<file path="src/rtl/recorder_pkg.sv">
// Shared voice-recorder definitions: bus widths, memory bound and FSM encodings.
package recorder_pkg;

    localparam int unsigned          REC_ADDR_W   = 17;
    localparam int unsigned          REC_DATA_W   = 8;
    localparam logic [REC_ADDR_W-1:0] REC_MAX_ADDR = 17'h1FFFF;

    // Record-path deserializer states.
    typedef enum logic [1:0] {
        IDLE    = 2'd0,
        CAPTURE = 2'd1,
        FULL    = 2'd2
    } des_state_t;

    // Top-level controller modes.
    typedef enum logic [1:0] {
        STANDBY = 2'd0,
        RECORD  = 2'd1,
        PLAY    = 2'd2
    } ctrl_state_t;

endpackage

</file>
<file path="src/rtl/mic_clock_gen.sv">
// Microphone bit-clock divider: micClock high for the first half of each
// CLK_DIV-cycle period, sampleTick on the last count of the period.
module mic_clock_gen #(
    parameter int unsigned CLK_DIV = 4
) (
    input  logic clock,
    input  logic reset,
    input  logic run,
    output logic micClock,
    output logic sampleTick
);

    localparam int unsigned   CW   = $clog2(CLK_DIV);
    localparam logic [CW-1:0] LAST = CW'(CLK_DIV - 1);
    localparam logic [CW-1:0] HALF = CW'(CLK_DIV / 2);

    logic [CW-1:0] div_cnt;

    // Divider counts 0..CLK_DIV-1 while running, held at zero otherwise.
    always_ff @(posedge clock or negedge reset) begin
        if (!reset) begin
            div_cnt <= '0;
        end else if (!run || div_cnt == LAST) begin
            div_cnt <= '0;
        end else begin
            div_cnt <= div_cnt + CW'(1);
        end
    end

    // Decode clock phase and sample point from the registered count.
    always_comb begin
        micClock   = run && (div_cnt < HALF);
        sampleTick = run && (div_cnt == LAST);
    end

endmodule

</file>
<file path="src/rtl/audio_deserializer.sv">
// Record-path front end: synchronizes the microphone bit stream, packs
// DATA_W bits MSB-first and emits each word with its clip-memory address.
module audio_deserializer
    import recorder_pkg::*;
#(
    parameter int unsigned         CLK_DIV  = 4,
    parameter int unsigned         DATA_W   = REC_DATA_W,
    parameter int unsigned         ADDR_W   = REC_ADDR_W,
    parameter logic [ADDR_W-1:0]   MAX_ADDR = ADDR_W'(REC_MAX_ADDR)
) (
    input  logic              clock,
    input  logic              reset,
    input  logic              enableDes,
    input  logic [ADDR_W-1:0] startAddress,
    input  logic              micData,
    output logic              micClock,
    output logic [DATA_W-1:0] dataOut,
    output logic [ADDR_W-1:0] addrOut,
    output logic              wordValid,
    output logic              full
);

    localparam int unsigned   BW       = $clog2(DATA_W);
    localparam logic [BW-1:0] LAST_BIT = BW'(DATA_W - 1);

    des_state_t        state, state_nxt;
    logic              sync1, sync2;
    logic [DATA_W-1:0] shift;
    logic [DATA_W-1:0] shifted;
    logic [BW-1:0]     bit_cnt;
    logic [ADDR_W-1:0] addr;
    logic              run;
    logic              sample_tick;
    logic              word_done;

    mic_clock_gen #(
        .CLK_DIV (CLK_DIV)
    ) u_mic_clock_gen (
        .clock      (clock),
        .reset      (reset),
        .run        (run),
        .micClock   (micClock),
        .sampleTick (sample_tick)
    );

    // Capture side conditions; a disable in the tick cycle discards that bit.
    always_comb begin
        run       = (state == CAPTURE);
        shifted   = {shift[DATA_W-2:0], sync2};
        word_done = sample_tick && enableDes && (bit_cnt == LAST_BIT);
    end

    // Two-flop synchronizer for the asynchronous microphone data.
    always_ff @(posedge clock or negedge reset) begin
        if (!reset) begin
            sync1 <= 1'b0;
            sync2 <= 1'b0;
        end else begin
            sync1 <= micData;
            sync2 <= sync1;
        end
    end

    // FSM state register.
    always_ff @(posedge clock or negedge reset) begin
        if (!reset) begin
            state <= IDLE;
        end else begin
            state <= state_nxt;
        end
    end

    // FSM next-state logic.
    always_comb begin
        state_nxt = state;
        case (state)
            IDLE:    if (enableDes) state_nxt = CAPTURE;
            CAPTURE: begin
                if (!enableDes) begin
                    state_nxt = IDLE;
                end else if (word_done && addr == MAX_ADDR) begin
                    state_nxt = FULL;
                end
            end
            FULL:    if (!enableDes) state_nxt = IDLE;
            default: state_nxt = IDLE;
        endcase
    end

    // Shift/pack datapath, address counter and registered outputs.
    always_ff @(posedge clock or negedge reset) begin
        if (!reset) begin
            shift     <= '0;
            bit_cnt   <= '0;
            addr      <= '0;
            dataOut   <= '0;
            addrOut   <= '0;
            wordValid <= 1'b0;
            full      <= 1'b0;
        end else begin
            wordValid <= 1'b0;
            full      <= (state_nxt == FULL);
            if (state == IDLE && enableDes) begin
                addr    <= startAddress;
                shift   <= '0;
                bit_cnt <= '0;
            end else if (run && enableDes && sample_tick) begin
                shift <= shifted;
                if (bit_cnt == LAST_BIT) begin
                    bit_cnt   <= '0;
                    dataOut   <= shifted;
                    addrOut   <= addr;
                    wordValid <= 1'b1;
                    if (addr != MAX_ADDR) begin
                        addr <= addr + ADDR_W'(1);
                    end
                end else begin
                    bit_cnt <= bit_cnt + BW'(1);
                end
            end
        end
    end

endmodule

</file>
<file path="config.mk">
export PLATFORM = sky130hd
export DESIGN_NAME = audio_deserializer
export DESIGN_NICKNAME = d
export VERILOG_FILES = /design/src/rtl/recorder_pkg.sv /design/src/rtl/mic_clock_gen.sv /design/src/rtl/audio_deserializer.sv
export SDC_FILE = /design/constraint.sdc
export NUM_CORES = 1
export LEC_CHECK = 0
export ABC_CLOCK_PERIOD_IN_PS = 3550
export BUFFER_PORTS_ARGS = -buffer_cell sky130_fd_sc_hd__buf_2
export CAP_MARGIN = 20
export CORE_UTILIZATION = 57
export CTS_BUF_LIST = sky130_fd_sc_hd__clkbuf_4
export CTS_CLUSTER_SIZE = 28
export DETAILED_ROUTE_END_ITERATION = 6
export PLACE_DENSITY_LB_ADDON = 0.25
export SLEW_MARGIN = 20
export SYNTH_ARGS = -nofsm -noshare
export SYNTH_HDL_FRONTEND = slang
export SYNTH_SLANG_ARGS = --single-unit
</file>
<file path="constraint.sdc">
create_clock -name clock -period 3.55 [get_ports clock]
set_input_delay 0.355 -clock clock [delete_from_list [all_inputs] [get_ports clock]]
set_output_delay 0.355 -clock clock [all_outputs]
set_load 0.05 [all_outputs]
</file>
==> results_dict.tcl <==
set metrics [dict create \
    postCtsSetupBuffers 0 \
    regArea_mm2 0.00150 \
    final_hold_viol_count 0 \
    num_rows 24 \
    cts_made_buffers 9 \
    insertion_delay_ns 0.40 \
    ant_nets 0 \
    overflow 0 \
    synthCells 234 \
    internal-power_mw 0.970 \
    min_period_ns 2.71 \
    power.density_mw_per_mm2 414 \
    worst_pin_slew_ns 0.762 \
    critPathKind "reg -> reg" \
    finalSetupTns_ns 0 \
    end_kind "register" \
    cp_max_fo 8 \
    crit_path_start_kind "register" \
    finalMaxSlewViolations 0 \
    hold_path_class "in -> reg" \
    dr.pass1.iters 6 \
    skew_ns 0.0126 \
    cts.sinks 60 \
    port_buffers 48 \
    final_common_cell "dfrtp_1" \
    failed_checks "DRC" \
    grt_pass1_wl_um 8710 \
    syn_area_mm2 0.00274 \
    cellLeakagePower_nw 1.60 \
    grt_max_degree 48 \
    ys_seq_area_share_pct 54.9 \
    power_switching_mw 0.330 \
    grt_util_all_layers_pct 23.1 \
    h-tree-depth 3 \
    antenna_found_initial 0 \
    relSlewSlack_pct 49.0 \
    nets 312 \
    switching_share_pct 25.4 \
    tritoncts "yes" \
    die_x_um 71.3 \
    diodes 0 \
    pwr-share-seq_pct 57.3 \
    place_area_mm2 0.00301 \
    via_count 1948 \
    vdd_drop_max_v 0.000308 \
    syn_nets 260 \
    drt_iter0_markers 129 \
    cts.clk_slew.worst_paths_ns 0.09 \
    io_pins 49 \
    start_util_pct 61.1 \
    synth.area.top_cells "dfrtp_1 55%, mux2_2 9.5%, nand2_1 3.8%" \
    cap_violations 0 \
    cts_buffer_depth 2 \
    finalCritPeriodShare_pct 76.2 \
    drive_gt1_share_pct 32.2 \
    power.clock.fraction_pct 33.6 \
    setup_viol 0 \
    drc 3 \
    crit_required_ns 3.81 \
    fill_cells 338 \
    cts-resized-gates 0 \
    design_area_mm2 0.00314 \
    syn2layout_area_growth_pct 14.7 \
    dp_hpwl_um 3670 \
    reg2reg_slack_ns 0.84 \
    yosysUniqueCellTypes 45 \
    cts-root-buf "clkbuf_4" \
    synth_warnings 0 \
    layout_common_cells "60 x dfrtp_1, 47 x buf_2, 28 x nand2_1" \
    syn_avg_cell_area_um2 11.7 \
    post-synth-top-area-cell "dfrtp_1" \
    vias_per_cell 5.71 \
    comb_power_share_pct 9.1 \
    rsz0062_at_grt "no" \
    synth_seq_cells 60 \
    avgRoutedWirePerCell_um 15.2 \
    grt_pass1_vias 1862 \
    die_y_um 71.3 \
    dieArea_mm2 0.00508 \
    max_clock_freq_mhz 369 \
    wirelength_um 5170 \
    design.core.area_mm2 0.00447 \
    gp_congestion 0.840 \
    netlist.area_leader.share_pct 54.9 \
    multi_input_area_mm2 0.00116 \
    run_status "finished, violations left" \
    cp_data_arrival_time_ns 2.97 \
]
cell families (layout without fill, tap and decap cells):
kind of cell               count (synthesis)  after routing  share of synthesized area [%]
adders and majority gates                  5              5                           2.29
and+or+nand+nor                           90             90                           18.9
buffers and inverters                     15             70                           2.56
xor gates and xnor gates                   4              4                           1.28
AOI/OAI and AO/OA                         31             31                           8.37
DFF                                       60             60                           54.9
muxes                                     29             29                           11.7
repair_timing:
action / CTS / global route
hold buffers: 0 / 1
hold endpoints to repair: 0 / 46
setup endpoints to repair: 0 / 0
area by class of cell:
type / instances / area share, %
clock buffers: 10 / 2.39
clock inverters: 4 / 1.36
inverters: 4 / 0.478
multi-input cells: 159 / 37.1
flip-flops and latches: 60 / 47.8
well taps: 52 / 2.07
repair buffers: 52 / 8.77
power by group through the flow:
stage	combinational, mW	clock (mW)	sequential [mW]
detailed placement	0.117	0	0.759
global route	0.134	0.486	0.750
global placement	0.114	0	0.757
CTS	0.118	0.454	0.745
floorplan	0.0767	0	0.749
finish	0.118	0.437	0.745
stage by stage:
step / utilization (%) / total power, mW / setup slack, ns / std cells / hold WS [ns]
after floorplan: - / 0.826 / 0.986 / 234 / 0.0594
after global placement: 67.2 / 0.871 / 0.947 / 326 / 0.334
after detailed placement: 67.2 / 0.876 / 0.878 / 326 / 0.343
after CTS: 69.9 / 1.32 / 0.866 / 340 / 0.0259
after global routing: 70.1 / 1.37 / 0.608 / 341 / 0.0106
final: 70.1 / 1.30 / 0.844 / 341 / 0.0595
final timing paths:
check | depth (start not counted) | start | endpoint
max in group asynchronous | 3 | reset | addrOut[12]
min in group asynchronous | 2 | reset | dataOut[4]
setup / recovery | 10 | addr[0] | addr[10]
hold / removal | 1 | micData | sync1
setup reg to reg | 10 | addr[0] | addr[10]
hold reg to reg | 0 | sync1 | sync2
routing by layer:
layer	GRT usage [%]	vias up	share of wire, %
met1	31.4	934	47
met2	33.4	47	47
met5	0	-	0
met3	8.86	9	5.2
li1	-	958	-
met4	9.78	0	1.4
worst max-delay path: stages (launching register included):
cell and delay [ns]:
dfrtp_1 0.43, ha_1 0.23, nand3_1 0.25, nor2_1 0.12
nand3_1 0.10, nor2_1 0.05, ha_1 0.21, nand2b_1 0.29
or2_2 0.41, o41ai_1 0.36, a31oi_1 0.12
state kept, by name, indices dropped and copies added (netlist names):
name and cells:
sync2 1, u_mic_clock_gen.div_cnt 2, wordValid 1, shift 7, full 1, bit_cnt 3, state 2, addrOut 17
sync1 1, dataOut 8, addr 17
cells in the mapped netlist (all sizes together):
master / count
o211ai: 2
ha: 5
nand3: 12
nor3b: 3
dfrtp: 60
a32o: 1
nor4: 7
a22o: 8
nand2: 28
and2: 3
buf: 7
and4b: 1
and3b: 1
and3: 1
xnor2: 4
nand4: 3
a21oi: 1
inv: 4
nor4bb: 1
clkbuf: 4
o21ai: 8
nand2b: 2
a221o: 1
nor3: 5
nand4b: 1
a21boi: 3
or2: 1
o41ai: 1
nor4b: 1
nand3b: 4
a311o: 1
or3b: 2
o221a: 1
mux2i: 6
o31ai: 1
or3: 1
nor2: 13
a31oi: 3
mux2: 23
No activity file was read; power rests on OpenSTA's default activity.
